## src/rtl/asm_mmio_pkg.sv

```systemverilog
// ============================================================================
//  Package : asm_mmio_pkg
//  Shared encodings for the asm test-result MMIO responder.
//  Rev 1.0 : initial release
// ============================================================================
`default_nettype none

package asm_mmio_pkg;

    localparam logic [1:0] ST_RUN     = 2'd0;
    localparam logic [1:0] ST_PASS    = 2'd1;
    localparam logic [1:0] ST_FAIL    = 2'd2;
    localparam logic [1:0] ST_TIMEOUT = 2'd3;

    localparam logic [1:0] OFF_CTRL    = 2'd0;
    localparam logic [1:0] OFF_CYCLES  = 2'd1;
    localparam logic [1:0] OFF_RESULT  = 2'd2;
    localparam logic [1:0] OFF_WRCOUNT = 2'd3;

    localparam logic [31:0] DEFAULT_PASS_CODE = 32'h0000_00FF;

    // Increment that sticks at all-ones instead of wrapping.
    function automatic logic [31:0] sat_inc(input logic [31:0] v);
        return (v == 32'hFFFF_FFFF) ? v : v + 32'd1;
    endfunction

endpackage

`default_nettype wire

```

## src/rtl/asm_result_mmio.sv

```systemverilog
// ============================================================================
//  Module  : asm_result_mmio
//  Store-side result endpoint for asm test programs: RUN->PASS/FAIL/TIMEOUT.
//  Rev 1.0 : initial release
// ============================================================================
`default_nettype none

module asm_result_mmio
    import asm_mmio_pkg::*;
#(
    parameter logic [29:0] BASE_WADDR     = 30'h2000_0000,
    parameter logic [31:0] PASS_CODE      = DEFAULT_PASS_CODE,
    parameter logic [31:0] TIMEOUT_CYCLES = 32'd100000
) (
    input  logic        clk,
    input  logic        rst,
    input  logic        we,
    input  logic        re,
    input  logic [29:0] addr,
    input  logic [31:0] wdata,
    output logic        hit,
    output logic [31:0] rdata,
    output logic        done,
    output logic        pass,
    output logic [31:0] fail_code
);

    logic [1:0]  r_state;
    logic [1:0]  w_state_nxt;
    logic [31:0] r_cycles;
    logic [31:0] r_wrcount;
    logic [31:0] r_result;
    logic [31:0] r_fail_code;
    logic [31:0] r_rdata;
    logic [31:0] w_rd_mux;
    logic [29:0] w_rel;
    logic [1:0]  w_off;
    logic        w_clr;
    logic        w_wr_result;
    logic        w_capture;
    logic        w_timeout_edge;
    logic        w_done;
    logic        w_pass;

    // Offset from the window base; a wrapped subtraction also rejects
    // addresses below the base.
    assign w_rel          = addr - BASE_WADDR;
    assign hit            = (w_rel < 30'd4);
    assign w_off          = w_rel[1:0];
    assign w_clr          = we && hit && (w_off == OFF_CTRL) && wdata[0];
    assign w_wr_result    = we && hit && (w_off == OFF_RESULT);
    assign w_capture      = w_wr_result && (r_state == ST_RUN);
    assign w_timeout_edge = (TIMEOUT_CYCLES != 32'd0) &&
                            (r_cycles == TIMEOUT_CYCLES - 32'd1);

    always_ff @(posedge clk) begin
        if (!rst) begin
            r_state <= ST_RUN;
        end else begin
            r_state <= w_state_nxt;
        end
    end

    always_comb begin
        w_state_nxt = r_state;
        if (w_clr) begin
            w_state_nxt = ST_RUN;
        end else if (r_state == ST_RUN) begin
            if (w_wr_result) begin
                w_state_nxt = (wdata == PASS_CODE) ? ST_PASS : ST_FAIL;
            end else if (w_timeout_edge) begin
                w_state_nxt = ST_TIMEOUT;
            end
        end
    end

    always_comb begin
        w_done = (r_state != ST_RUN);
        w_pass = (r_state == ST_PASS);
    end

    always_ff @(posedge clk) begin
        if (!rst || w_clr) begin
            r_cycles  <= '0;
            r_wrcount <= '0;
        end else begin
            if (r_state == ST_RUN) begin
                r_cycles <= sat_inc(r_cycles);
            end
            if (w_wr_result) begin
                r_wrcount <= sat_inc(r_wrcount);
            end
        end
    end

    // Only the first RESULT store after a clear is captured.
    always_ff @(posedge clk) begin
        if (!rst || w_clr) begin
            r_result    <= '0;
            r_fail_code <= '0;
        end else if (w_capture) begin
            r_result <= wdata;
            if (wdata != PASS_CODE) begin
                r_fail_code <= wdata;
            end
        end
    end

    always_comb begin
        w_rd_mux = '0;
        case (w_off)
            OFF_CTRL:    w_rd_mux = {28'd0, r_state, w_pass, w_done};
            OFF_CYCLES:  w_rd_mux = r_cycles;
            OFF_RESULT:  w_rd_mux = r_result;
            OFF_WRCOUNT: w_rd_mux = r_wrcount;
            default:     w_rd_mux = '0;
        endcase
    end

    always_ff @(posedge clk) begin
        if (!rst) begin
            r_rdata <= '0;
        end else begin
            r_rdata <= (re && hit) ? w_rd_mux : '0;
        end
    end

    assign rdata     = r_rdata;
    assign done      = w_done;
    assign pass      = w_pass;
    assign fail_code = r_fail_code;

endmodule

`default_nettype wire
```

## config.mk

```make
export PLATFORM = sky130hd
export DESIGN_NAME = asm_result_mmio
export DESIGN_NICKNAME = d
export VERILOG_FILES = /design/src/rtl/asm_mmio_pkg.sv /design/src/rtl/asm_result_mmio.sv
export SDC_FILE = /design/constraint.sdc
export NUM_CORES = 1
export LEC_CHECK = 0
export ABC_AREA = 1
export BUFFER_PORTS_ARGS = -buffer_cell sky130_fd_sc_hd__buf_4
export CAP_MARGIN = 10
export CORE_MARGIN = 8
export CORE_UTILIZATION = 53
export CTS_BUF_LIST = sky130_fd_sc_hd__clkbuf_4 sky130_fd_sc_hd__clkbuf_8
export CTS_CLUSTER_DIAMETER = 30
export DETAILED_ROUTE_END_ITERATION = 10
export HOLD_SLACK_MARGIN = 0.05
export PLACE_DENSITY = 0.75
export SLEW_MARGIN = 20
export SYNTH_ARGS = -nofsm -noshare
export SYNTH_HDL_FRONTEND = slang
export SYNTH_SLANG_ARGS = --single-unit
```

## constraint.sdc

```tcl
create_clock -name clk -period 4.7 [get_ports clk]
set_input_delay 0.47 -clock clk [delete_from_list [all_inputs] [get_ports clk]]
set_output_delay 0.47 -clock clk [all_outputs]
set_load 0.05 [all_outputs]
```

**Word-level counts from Yosys, hierarchy flattened**

Index checks and enable logic that the tools add are counted.

- Add/subtract/negate cells: 3
- Magnitude comparators: 1
- Eq/ne operators: 9
- Multiplexer cells: 4
- Bitwise gates (word level): 3
- Reduce and logical (&&, ||, !) cells: 18

Operator list:

| cell | count |
|---|---|
| 32-bit one-hot mux with 4 select lines | 1 |
| 32-bit by 1-bit adder with 32-bit output (second input constant) | 2 |
| 32-bit == test (second input constant) | 2 |
| 32-bit by 17-bit == test with 1-bit output (second input constant) | 1 |
| 32-bit by 8-bit == test with 1-bit output (second input constant) | 1 |
| 32-bit by 8-bit inequality test with 1-bit output (second input constant) | 1 |
| 30-bit by 3-bit less-than comparator with 1-bit output (second input constant) | 1 |
| 30-bit subtractor (second input constant) | 1 |
| 2-bit AND reduction | 5 |
| 1-bit logical AND | 6 |
| 2-bit two-way mux | 3 |
| 2-bit by 1-bit == test with 1-bit output (second input constant) | 2 |
| 2-bit == test (second input constant) | 2 |
| 2-bit zero test | 2 |
| 2-bit nonzero test | 2 |
| 1-bit inverter | 3 |
| 2-bit OR reduction | 1 |
| 1-bit zero test | 1 |
| 1-bit logical OR | 1 |

- Register bits after elaboration: 162
- Output and inout port bits: 67

**Longest topological paths before layout**

- Depth after elaboration: 6
- Gate-level depth with buffers: 13
- Depth with buffers taken out: 12

**Worst setup path after synthesis**

No wires, ideal clock.

- Path type: input port to flip-flop
- Start: input addr[10]
- End: register r_cycles[10]
- Library setup time: 0.120 ns
- Data arrival time: 1.710 ns
- Data required time: 4.580 ns
- Slack: 2.870 ns
- Stages: 10
- Cells stage by stage: nor2_1 nand2_1 nor2_1 nand2_2 nor2_8 nand3_1 nand2_2 buf_4 buf_2 a21oi_1

- Word-level cells in the longest chain between the ends: 6

RTL lines:

| element | RTL line | text |
|---|---|---|
| from (decl) | asm_result_mmio.sv:19 | `input logic [29:0] addr,` |
| 30-bit subtractor | asm_result_mmio.sv:47 | `assign w_rel = addr - BASE_WADDR;` |
| 30-bit by 3-bit less-than comparator with 1-bit output | asm_result_mmio.sv:48 | `assign hit = (w_rel < 30'd4);` |
| via hit | asm_result_mmio.sv:21 | `output logic hit,` |
| 1-bit logical AND (3 in a row) | asm_result_mmio.sv:50 | `assign w_clr = we && hit && (w_off == OFF_CTRL) && wdata[0];` |
| 1-bit logical OR | asm_result_mmio.sv:83 | `if (!rst \|\| w_clr) begin` |
| to (signal assigned) | asm_result_mmio.sv:88 | `r_cycles <= sat_inc(r_cycles);` |
| to (decl) | asm_result_mmio.sv:30 | `logic [31:0] r_cycles;` |

The timed path passes the listed nets, and every way through them passes these cells.
A chain may end at the register's enable or synchronous reset.

**Worst setup path after layout**

- Start: register r_wrcount[0]
- End: register r_wrcount[21]

- Word-level cells in the longest chain between the ends: 3

RTL lines:

| element | RTL line | text |
|---|---|---|
| from (decl) | asm_result_mmio.sv:31 | `logic [31:0] r_wrcount;` |
| from (signal assigned) | asm_result_mmio.sv:91 | `r_wrcount <= sat_inc(r_wrcount);` |
| branches (longest 3 deep; another with 32-bit by 1-bit adder with 32-bit output) | n/a |  |

Parallel ways; which one is timed is not known.

==> results.md <==
| Quantity | Reported |
|:---|:---|
| Fin nets | 1462 |
| TritonCTS clock tree | built |
| Post-synthesis cell type count | 35 |
| Sinks on the clock net | 162 |
| Family of cells with the greatest summed delay on the critical path | simple AND/OR/NAND/NOR gates |
| Power density over cell area | 257 mW/mm^2 |
| Post-Place Setup Slack | 1.70 ns |
| Total negative slack for setup checks | 0 ns |
| Nets in the synthesized netlist | 1360 |
| Count of buffers inserted at the top-level ports | 132 |
| Vias in the first global route | 8026 |
| Worst ir drop on vdd | 0.000175 V |
| Highest fanout seen on the critical path | 32 |
| Total routing usage reported by global routing | 26.0% |
| Violation count after the first detailed-routing iteration | 971 |
| Element type at the critical path end | flop |
| Half-perimeter wire length after placement | 19800 um |
| Stage delay of the slowest cell on the critical path | 0.74 ns |
| Final weighted congestion in routability-driven placement | 0.993 |
| CTS Hold Bufs | 0 |
| Total length of routed wires | 25900 um |
| Pin slew with the least headroom to its limit | 0.972 ns |
| Critical Path Start Type | flop |
| Worst min path class | in2reg |
| Number of antenna violations at the first check in global routing | 0 |
| Finish-stage setup viols | 0 |
| Syn Std Cell Area | 0.00837 mm^2 |
| Inserted Clock Buffers | 17 |
| Fmax | 338 MHz |
| Routing layer with the top usage in global route | met2 |
| 1st-pass router iterations | 5 |
| Die outline area | 0.0201 mm^2 |
| Met3 Usage GRT | 6.99% |
| Height of the die | 142 um |
| FF/Latch Area | 0.00324 mm^2 |
| Routed via count divided by cell count | 5.32 |
| Slowest cell on the critical path | sky130_fd_sc_hd__nand2_2 |
| Area added between synthesis and finish | 16.8% |
| Buffers from clock root to sink, at most | 2 |
| Antenna Diode Count | 0 |
| Die X | 142 um |
| Met2 GRT Util | 39.8% |
| Post-Syn Area per Cell | 6.48 um^2 |
| Cells taking the most area after synthesis | sky130_fd_sc_hd__dfxtp_1, sky130_fd_sc_hd__nand2_1, sky130_fd_sc_hd__nor2_1 |
| Data required, critical path | 5.10 ns |
| Initial Utilization | 53.5% |
| IO Pins | 133 |
| Post-synth top area cell | sky130_fd_sc_hd__dfxtp_1 |
| # H-tree levels | 4 |
| Largest net degree at the start of global routing | 57 |
| Number of synthesized register bits | 162 |
| Sequential element share of the synthesized area | 38.7% |
| Skew-Pair Late Insertion Delay | 0.48 ns |
| Total number of vias | 8640 |
| Std cell rows | 46 |
| Number of violations of the max-capacitance limit | 0 |
| Setup fix buffers added after clock tree synthesis | 0 |
| Routed length per placed instance | 15.9 um |
| Sum of buffers and inverters on the critical path | 1 |
| Final-layout fill cell count | 1484 |
| Period utilization | 62.9% |
| Outcome | completed |
| Setup CP Type | reg2reg |
| Count of pins over their slew limit | 0 |
| Post-route ant nets | 0 |
| Number of cells produced by synthesis | 1292 |
| RSZ-0062 raised after global routing | no |
| Wire length of the first global-routing pass | 41600 um |
| Buffer type at the clock tree root | sky130_fd_sc_hd__clkbuf_8 |
| Final setup margin | 1.74 ns |
| Met1 capacity usage during global routing | 34.6% |
| Number of remaining DRC errors | 0 |
| Arrival time of data at the critical path endpoint | 3.36 ns |
| Worst-path clk slew | 0.10 ns |
| Leakage power of the design | 3.85 nW |
| Multi-input combinational cell area | 0.00440 mm^2 |
| Ratio of cells with drive above 1 in the final layout | 14.5% |
| Time the worst path needs with I/O delays and setup | 2.96 ns |
| Final Hold Viols | 0 |
| Remaining global-route overflow | 0 |
| CTS resizes | 0 |
| Core Region | 0.0157 mm^2 |
| Post-Route Skew | 0.0153 ns |
| Yosys synthesis warning count | 0 |
| Critical-path cell list | ha_1, inv_2, nor2_4, nand2_2, nor2_4, nand3_2, nand2_2, nand2_1, a21oi_1 |
| Relative slew margins | 35.0% |
| Synth top area share | 38.7% |
cells in the mapped netlist (all sizes together):
library cell  number
xor2              20
and2               2
xnor2              4
dfxtp            162
nor2             211
clkinv             1
nand3b             3
ha                 2
o21ai              8
a21oi            112
nand4             17
a221oi            19
nor3              25
clkbuf            24
o22ai              4
nand3             92
nor3b              4
a31oi             11
inv              115
buf               31
nand2            425
kinds of logic after synthesis:
logic type | Yosys count | share of synthesized area, %
XOR/XNOR | 24 | 2.51
AO/OA/AOI/OAI | 154 | 10.3
flip-flops | 162 | 38.7
AND/OR/NAND/NOR | 779 | 39.3
buffers and inverters | 171 | 8.85
adder cells (fa/ha/maj) | 2 | 0.299
worst paths after layout:
check             endpoint  cells past startpoint  slack, ns    startpoint
max          r_wrcount[21]                      9       1.74  r_wrcount[0]
min           r_result[30]                      3       0.24     wdata[30]
min reg2reg   r_result[21]                      2       0.47  r_result[21]
max reg2reg  r_wrcount[21]                      9       1.74  r_wrcount[0]
worst register-to-register path: cells and delay by family, from the launching register on:
| kind | cells | cell delay, ns |
|---|---|---|
| adders and majority gates | 1 | 0.33 |
| AOI/OAI and AO/OA | 1 | 0.15 |
| buffers and inverters | 1 | 0.09 |
| DFF | 1 | 0.43 |
| and+or+nand+nor | 6 | 1.89 |
through the flow:
| stage | total power, mW | instances | util, % | instance area [um^2] | hold slack [ns] |
|---|---|---|---|---|---|
| floorplan | 1.46 | 1292 | - | 8370 | 0.445 |
| global placement | 1.52 | 1591 | 59.9 | 9380 | 0.452 |
| detailed placement | 1.52 | 1591 | 59.9 | 9380 | 0.458 |
| CTS | 2.53 | 1623 | 62.5 | 9780 | 0.213 |
| global route | 2.60 | 1623 | 62.5 | 9780 | 0.228 |
| finish | 2.51 | 1623 | 62.5 | 9780 | 0.242 |
layer usage:
metal  vias to the layer above  share of wire, %
met1                      3878                45
met5                         -                 0
met4                         0               2.3
met2                       397                43
met3                        43                10
li1                       4322                 -
registers in the layout (all words and copies together), names as in the netlist:
signal,flops
r_result,32
r_cycles,32
fail_code,32
rdata,32
r_state,2
r_wrcount,32
layout by cell type, fill, tap and decap left out, types with 6 or more instances in the layout:
cell type                  count
sky130_fd_sc_hd__a21oi_1     112
sky130_fd_sc_hd__inv_2         7
sky130_fd_sc_hd__inv_1       108
sky130_fd_sc_hd__inv_8         6
sky130_fd_sc_hd__nand2_1     415
sky130_fd_sc_hd__nand3_1      89
sky130_fd_sc_hd__nor3_1       23
sky130_fd_sc_hd__clkbuf_8     17
sky130_fd_sc_hd__buf_4       138
sky130_fd_sc_hd__nand2_2       9
sky130_fd_sc_hd__a31oi_1      11
sky130_fd_sc_hd__dfxtp_1     162
sky130_fd_sc_hd__nor2_1      201
sky130_fd_sc_hd__a221oi_1     19
sky130_fd_sc_hd__xor2_1       20
sky130_fd_sc_hd__nand4_1      16
where the power goes:
part	switching [mW]	internal, mW
clock network	0.612	0.402
registers	0.00262	1.37
logic	0.0681	0.0494
total	0.683	1.83
layout make-up:
type | instances | area share [%]
clock buffers | 17 | 2.39
clock inverters | 15 | 1.65
inverters | 116 | 4.47
multi-input cells | 959 | 45.0
flip-flops and latches | 162 | 33.2
well taps | 216 | 2.76
repair buffers | 138 | 10.6
No activity file was read; power rests on OpenSTA's default activity.
